[src/rtl/if_fetch_stage.sv]
// Instruction-fetch stage: issues PC-addressed imem requests and fills the IF/ID register.
// A one-entry hold buffer absorbs decode stalls; DISCARD drains a fetch that a flush made stale.
`ifndef PC_REG_NPC
`define PC_REG_NPC 1'b1
`endif

module if_fetch_stage #(
   parameter logic [31:0] NOP_INSTR = 32'h0000_0000,
   parameter logic [31:0] RESET_PC  = 32'h0000_3000
) (
   input  logic        clock,
   input  logic        reset,
   input  logic [31:0] pc,
   output logic        pc_write,
   output logic        imem_req,
   output logic [31:0] imem_addr,
   input  logic        imem_ack,
   input  logic [31:0] imem_rdata,
   input  logic        id_stall,
   input  logic        flush,
   output logic        id_valid,
   output logic [31:0] id_pc,
   output logic [31:0] id_pc4,
   output logic [31:0] id_instr
);

   typedef enum logic [1:0] {IDLE, REQ, HOLD, DISCARD} state_t;

   state_t      state_q, state_d;
   logic [31:0] req_addr_q, req_addr_d;
   logic [31:0] buf_pc_q, buf_pc_d;
   logic [31:0] buf_instr_q, buf_instr_d;
   logic        id_valid_q, id_valid_d;
   logic [31:0] id_pc_q, id_pc_d;
   logic [31:0] id_pc4_q, id_pc4_d;
   logic [31:0] id_instr_q, id_instr_d;
   logic        mem_ack;
   logic        load_mem;
   logic        load_buf;
   logic        to_buf;

   // ack is only meaningful while a request is actually on the bus
   assign mem_ack = imem_ack && ((state_q == REQ) || (state_q == DISCARD));

   always_ff @(posedge clock or negedge reset) begin
      if (!reset) state_q <= IDLE;
      else        state_q <= state_d;
   end

   always_comb begin
      state_d = state_q;
      case (state_q)
         IDLE:    state_d = REQ;
         REQ: begin
            if (flush)                    state_d = mem_ack ? REQ : DISCARD;
            else if (mem_ack && id_stall) state_d = HOLD;
         end
         HOLD:    if (flush || !id_stall) state_d = REQ;
         DISCARD: if (mem_ack)            state_d = REQ;
         default: state_d = IDLE;
      endcase
   end

   always_comb begin
      imem_req  = (state_q == REQ) || (state_q == DISCARD);
      imem_addr = (state_q == REQ) ? pc : req_addr_q;
      load_mem  = (state_q == REQ) && mem_ack && !id_stall && !flush;
      to_buf    = (state_q == REQ) && mem_ack && id_stall && !flush;
      load_buf  = (state_q == HOLD) && !id_stall && !flush;
      pc_write  = (flush || load_mem || load_buf) ? (`PC_REG_NPC) : ~(`PC_REG_NPC);
   end

   // In DISCARD the PC already holds the redirect target, so the stale address is replayed from req_addr_q
   always_comb begin
      req_addr_d  = imem_addr;
      buf_pc_d    = buf_pc_q;
      buf_instr_d = buf_instr_q;
      id_valid_d  = id_valid_q;
      id_pc_d     = id_pc_q;
      id_pc4_d    = id_pc4_q;
      id_instr_d  = id_instr_q;
      if (to_buf) begin
         buf_pc_d    = pc;
         buf_instr_d = imem_rdata;
      end
      if (flush) begin
         id_valid_d = 1'b0;
         id_instr_d = NOP_INSTR;
      end else if (load_mem) begin
         id_valid_d = 1'b1;
         id_pc_d    = pc;
         id_pc4_d   = pc + 32'd4;
         id_instr_d = imem_rdata;
      end else if (load_buf) begin
         id_valid_d = 1'b1;
         id_pc_d    = buf_pc_q;
         id_pc4_d   = buf_pc_q + 32'd4;
         id_instr_d = buf_instr_q;
      end else if ((state_q == REQ) && !mem_ack && !id_stall) begin
         id_valid_d = 1'b0;
      end
   end

   always_ff @(posedge clock or negedge reset) begin
      if (!reset) begin
         req_addr_q  <= RESET_PC;
         buf_pc_q    <= RESET_PC;
         buf_instr_q <= NOP_INSTR;
         id_valid_q  <= 1'b0;
         id_pc_q     <= RESET_PC;
         id_pc4_q    <= RESET_PC + 32'd4;
         id_instr_q  <= NOP_INSTR;
      end else begin
         req_addr_q  <= req_addr_d;
         buf_pc_q    <= buf_pc_d;
         buf_instr_q <= buf_instr_d;
         id_valid_q  <= id_valid_d;
         id_pc_q     <= id_pc_d;
         id_pc4_q    <= id_pc4_d;
         id_instr_q  <= id_instr_d;
      end
   end

   assign id_valid = id_valid_q;
   assign id_pc    = id_pc_q;
   assign id_pc4   = id_pc4_q;
   assign id_instr = id_instr_q;

endmodule

[config.mk]
export PLATFORM = sky130hd
export DESIGN_NAME = if_fetch_stage
export DESIGN_NICKNAME = d
export VERILOG_FILES = /design/src/rtl/if_fetch_stage.sv
export SDC_FILE = /design/constraint.sdc
export NUM_CORES = 1
export LEC_CHECK = 0
export ABC_AREA = 1
export CORE_UTILIZATION = 26
export CTS_BUF_LIST = sky130_fd_sc_hd__clkbuf_16
export DETAILED_ROUTE_END_ITERATION = 8
export GPL_ROUTABILITY_DRIVEN = 0
export PLACE_DENSITY = 0.53
export SLEW_MARGIN = 5
export SYNTH_ARGS = -nofsm -noshare
export SYNTH_HDL_FRONTEND = slang
export SYNTH_SLANG_ARGS = --single-unit
[constraint.sdc]
create_clock -name clock -period 2.1 [get_ports clock]
set_clock_uncertainty 0.05 [all_clocks]
set_input_delay 0.315 -clock clock [delete_from_list [all_inputs] [get_ports clock]]
set_output_delay 0.315 -clock clock [all_outputs]
set_load 0.02 [all_outputs]
==> summary.md <==
| Metric | Value |
|---|---|
| Post-synthesis xor/xnor area fraction | `0.293%` |
| CTS tree | `done` |
| Post-Route WL | `29000 um` |
| Fillers | `3374` |
| Clock Tree Buf Depth | `2` |
| Crit path capture type | `output port` |
| First-pass GRT wire length | `46300 um` |
| Fin worst setup slack | `-0.0168 ns` |
| Worst-skew pair later-pin latency | `0.44 ns` |
| Pin count of the biggest net entering global routing | `58` |
| Sequential area share after synthesis | `54.0%` |
| Fin crit period | `2.12 ns` |
| TritonCTS sink count | `193` |
| Count of nets after finishing | `1497` |
| DPL Wire Length | `20500 um` |
| Worst-path cell chain | `nor2_4, inv_6, buf_12, clkbuf_16, o21ai_4, buf_6` |
| Slowest CP cell | `dfrtp_1` |
| Largest family of logic cells by synthesized area | `simple AND/OR/NAND/NOR gates` |
| Warnings, synthesis | `0` |
| Vias per cell | `4.36` |
| Max_cap viols | `0` |
| Layout Utilization | `41.4%` |
| Synthesis-to-finish area growth | `55.9%` |
| Final setup vio count | `10` |
| Die W | `188 um` |
| Unique masters post-synth | `36` |
| Fraction of registers with async set/reset | `100%` |
| Fin. max-slew vios | `0` |
| Cell type with the largest total area after synthesis | `dfrtp_1` |
| Worst-Margin Slew | `0.560 ns` |
| Vias in the first global route | `8552` |
| Most common cell in the netlist | `nand2_1` |
| Antenna viol nets, final | `0` |
| VDD IR max | `0.598 mV` |
| Mapped Cells | `1091` |
| Hold_sp | `id_stall` |
| Outcome | `complete, but fails checks` |
| Top FF cell, synth | `dfrtp_1` |
| Overflow after GRT | `0` |
| Synth top area share | `51.3%` |
| Clock H-tree levels | `4` |
| Vert. Die Dim | `188 um` |
| Core ar. | `0.0338 mm^2` |
| Initial cell density of the core | `26.6%` |
| Power density over cell area | `1430 mW/mm^2` |
| Dominant cells by area after synthesis | `dfrtp_1 (51%), nand2_1 (12%), o21ai_0 (8.6%)` |
| Failing checks | `setup timing` |
| Crit path DAT | `1.75 ns` |
| CP Class | `flip-flop to output port` |
| Post-synthesis mux area share | `0%` |
| Setup TNS | `-0.0975 ns` |
| Avg Cell Area, Syn | `8.22 um^2` |
| Final Cycle Share | `101%` |
| DR DRC count | `0` |
| Initial DRC Count | `374` |
| PortBufs | `199` |
| Total CTS buffers | `17` |
| Mapped Nets | `1161` |
| Reg2reg start | `state_q[1]` |
| Io pins | `200` |
| Crit start category | `flip-flop` |
| Reg clk slew, reported paths | `0.08 ns` |
| Initial antenna violation count | `1` |
| Most frequent cells after synthesis | `nand2_1 (293), dfrtp_1 (184), o21ai_0 (154)` |
| Diodes inserted | `0` |
| Worst relative slew slack | `62.7%` |
| RSZ-0062 raised after global routing | `true` |
| Maximum fanout along the worst path | `9` |
| Max Freq | `472 MHz` |
| Fin. Hold Viols | `0` |
| DR vias | `8232` |
| Adder-Cell Fraction of Synth Area | `0.139%` |
| Cell Area, Synth | `0.00897 mm^2` |
| Critical path startpoint | `state_q[1]` |
| Drt pass-1 iters | `4` |
| Register bit total from synthesis | `193` |
| Die area | `0.0353 mm^2` |
| Lkg Pwr | `0.00671 uW` |
| # rows | `67` |
| Root Driver | `clkbuf_16` |
| Post-Synth Simple-Gate Area | `23.1%` |
| Slowest cell delay on critical path | `0.44 ns` |
| Post-synth EDFFs | `0` |
| Synth Area in Compound Gates | `13.4%` |
| Ratio of cells with drive above 1 in the final layout | `26.6%` |
| GRT Util Overall | `16.7%` |
| Routed WL per cell | `15.4 um` |
| Worst Path Required | `1.74 ns` |
| Hold/Removal Path Class | `input pin to flip-flop` |
==> path summary, 6_finish.rpt <==
path | to | slack [ns] | cells past startpoint
max | imem_addr[15] | -0.02 | 6
max in group asynchronous | id_pc[12] | 0.92 | 3
min in group asynchronous | id_instr[8] | 0.38 | 2
max reg2reg | id_pc4[24] | 0 | 14
min reg2reg | id_pc[30] | 0.43 | 2
min | id_valid | 0.34 | 3
==> routing by layer <==
metal	GRT usage [%]	wire, um	vias to the layer above
li1	-	-	4139
met1	21.4	13100	3876
met2	27.9	14000	187
met3	4.15	1490	28
met4	4.78	485	2
met5	0	13	-
==> critical path: cells and delay by family, from the launching register on <==
kind | cells | cell delay (ns)
compound gates | 1 | 0.16
simple gates | 1 | 0.17
flops | 1 | 0.44
buf+inv | 4 | 0.55
==> where the power goes <==
group,total (uW),internal (uW),switching [uW]
Sequential,6360,5410,951
Clock,3300,1680,1620
Combinational,10300,4780,5560
==> layout make-up <==
| cell class | instances | area [um^2] | share of cell area [%] |
|---|---|---|---|
| sequential | 193 | 4840 | 34.6 |
| timing repair buffer | 375 | 3650 | 26.1 |
| inverter | 141 | 534 | 3.82 |
| multi-input combinational | 699 | 3820 | 27.3 |
| clock buffer | 17 | 425 | 3.04 |
| tap | 448 | 561 | 4.01 |
| clock inverter | 15 | 151 | 1.08 |
==> cells in the final DEF, fill, tap and decap left out, drive strengths merged <==
cell type,n
a21oi,6
a31oi,1
and2,3
buf,207
bufinv,1
clkbuf,20
clkdlybuf4s50,162
clkinv,4
clkinvlp,3
dfrtp,184
dfstp,9
dlygate4sd2,2
dlygate4sd3,1
ha,1
inv,148
nand2,312
nand3,62
nand3b,1
nand4,5
nor2,93
nor3,2
o211ai,8
o21a,3
o21ai,162
o22ai,35
o31ai,1
or2,1
xor2,3
==> logic make-up (layout without fill, tap and decap cells) <==
group                    count (synthesis)  in the layout
AND/OR/NAND/NOR                        479            479
AO/OA/AOI/OAI                          216            216
buffers and inverters                  199            548
flip-flops                             193            193
XOR/XNOR                                 3              3
adder cells (fa/ha/maj)                  1              1
==> registers in the layout, summed over array words and instances, names as in the netlist <==
register     count
buf_instr_q     32
buf_pc_q        32
id_instr        32
id_pc           32
id_pc4          30
id_valid         1
req_addr_q      32
state_q          2
==> through the flow <==
stage	cells	total power, uW	area (um^2)	hold WS [ns]	setup slack (ns)
floorplan	1091	10600	8970	-0.0306	0.0839
global placement	1832	15100	12600	0.305	-0.500
detailed placement	1832	15200	12600	0.309	-0.507
CTS	1877	19600	13600	0.317	-0.0437
global route	1888	21300	14000	0.369	-0.127
finish	1888	20000	14000	0.338	-0.0168
==> repair_timing <==
action | in CTS | in global routing
setup endpoints to repair | 47 | 57
setup buffers | 10 | 9
resized for setup | 306 | 86
hold buffers | 1 | 0
endpoints found under the hold margin | 48 | 0
pin swaps | 8 | 8
gates cloned | 2 | 2
Note: power is estimated with default switching activity, not from simulation.
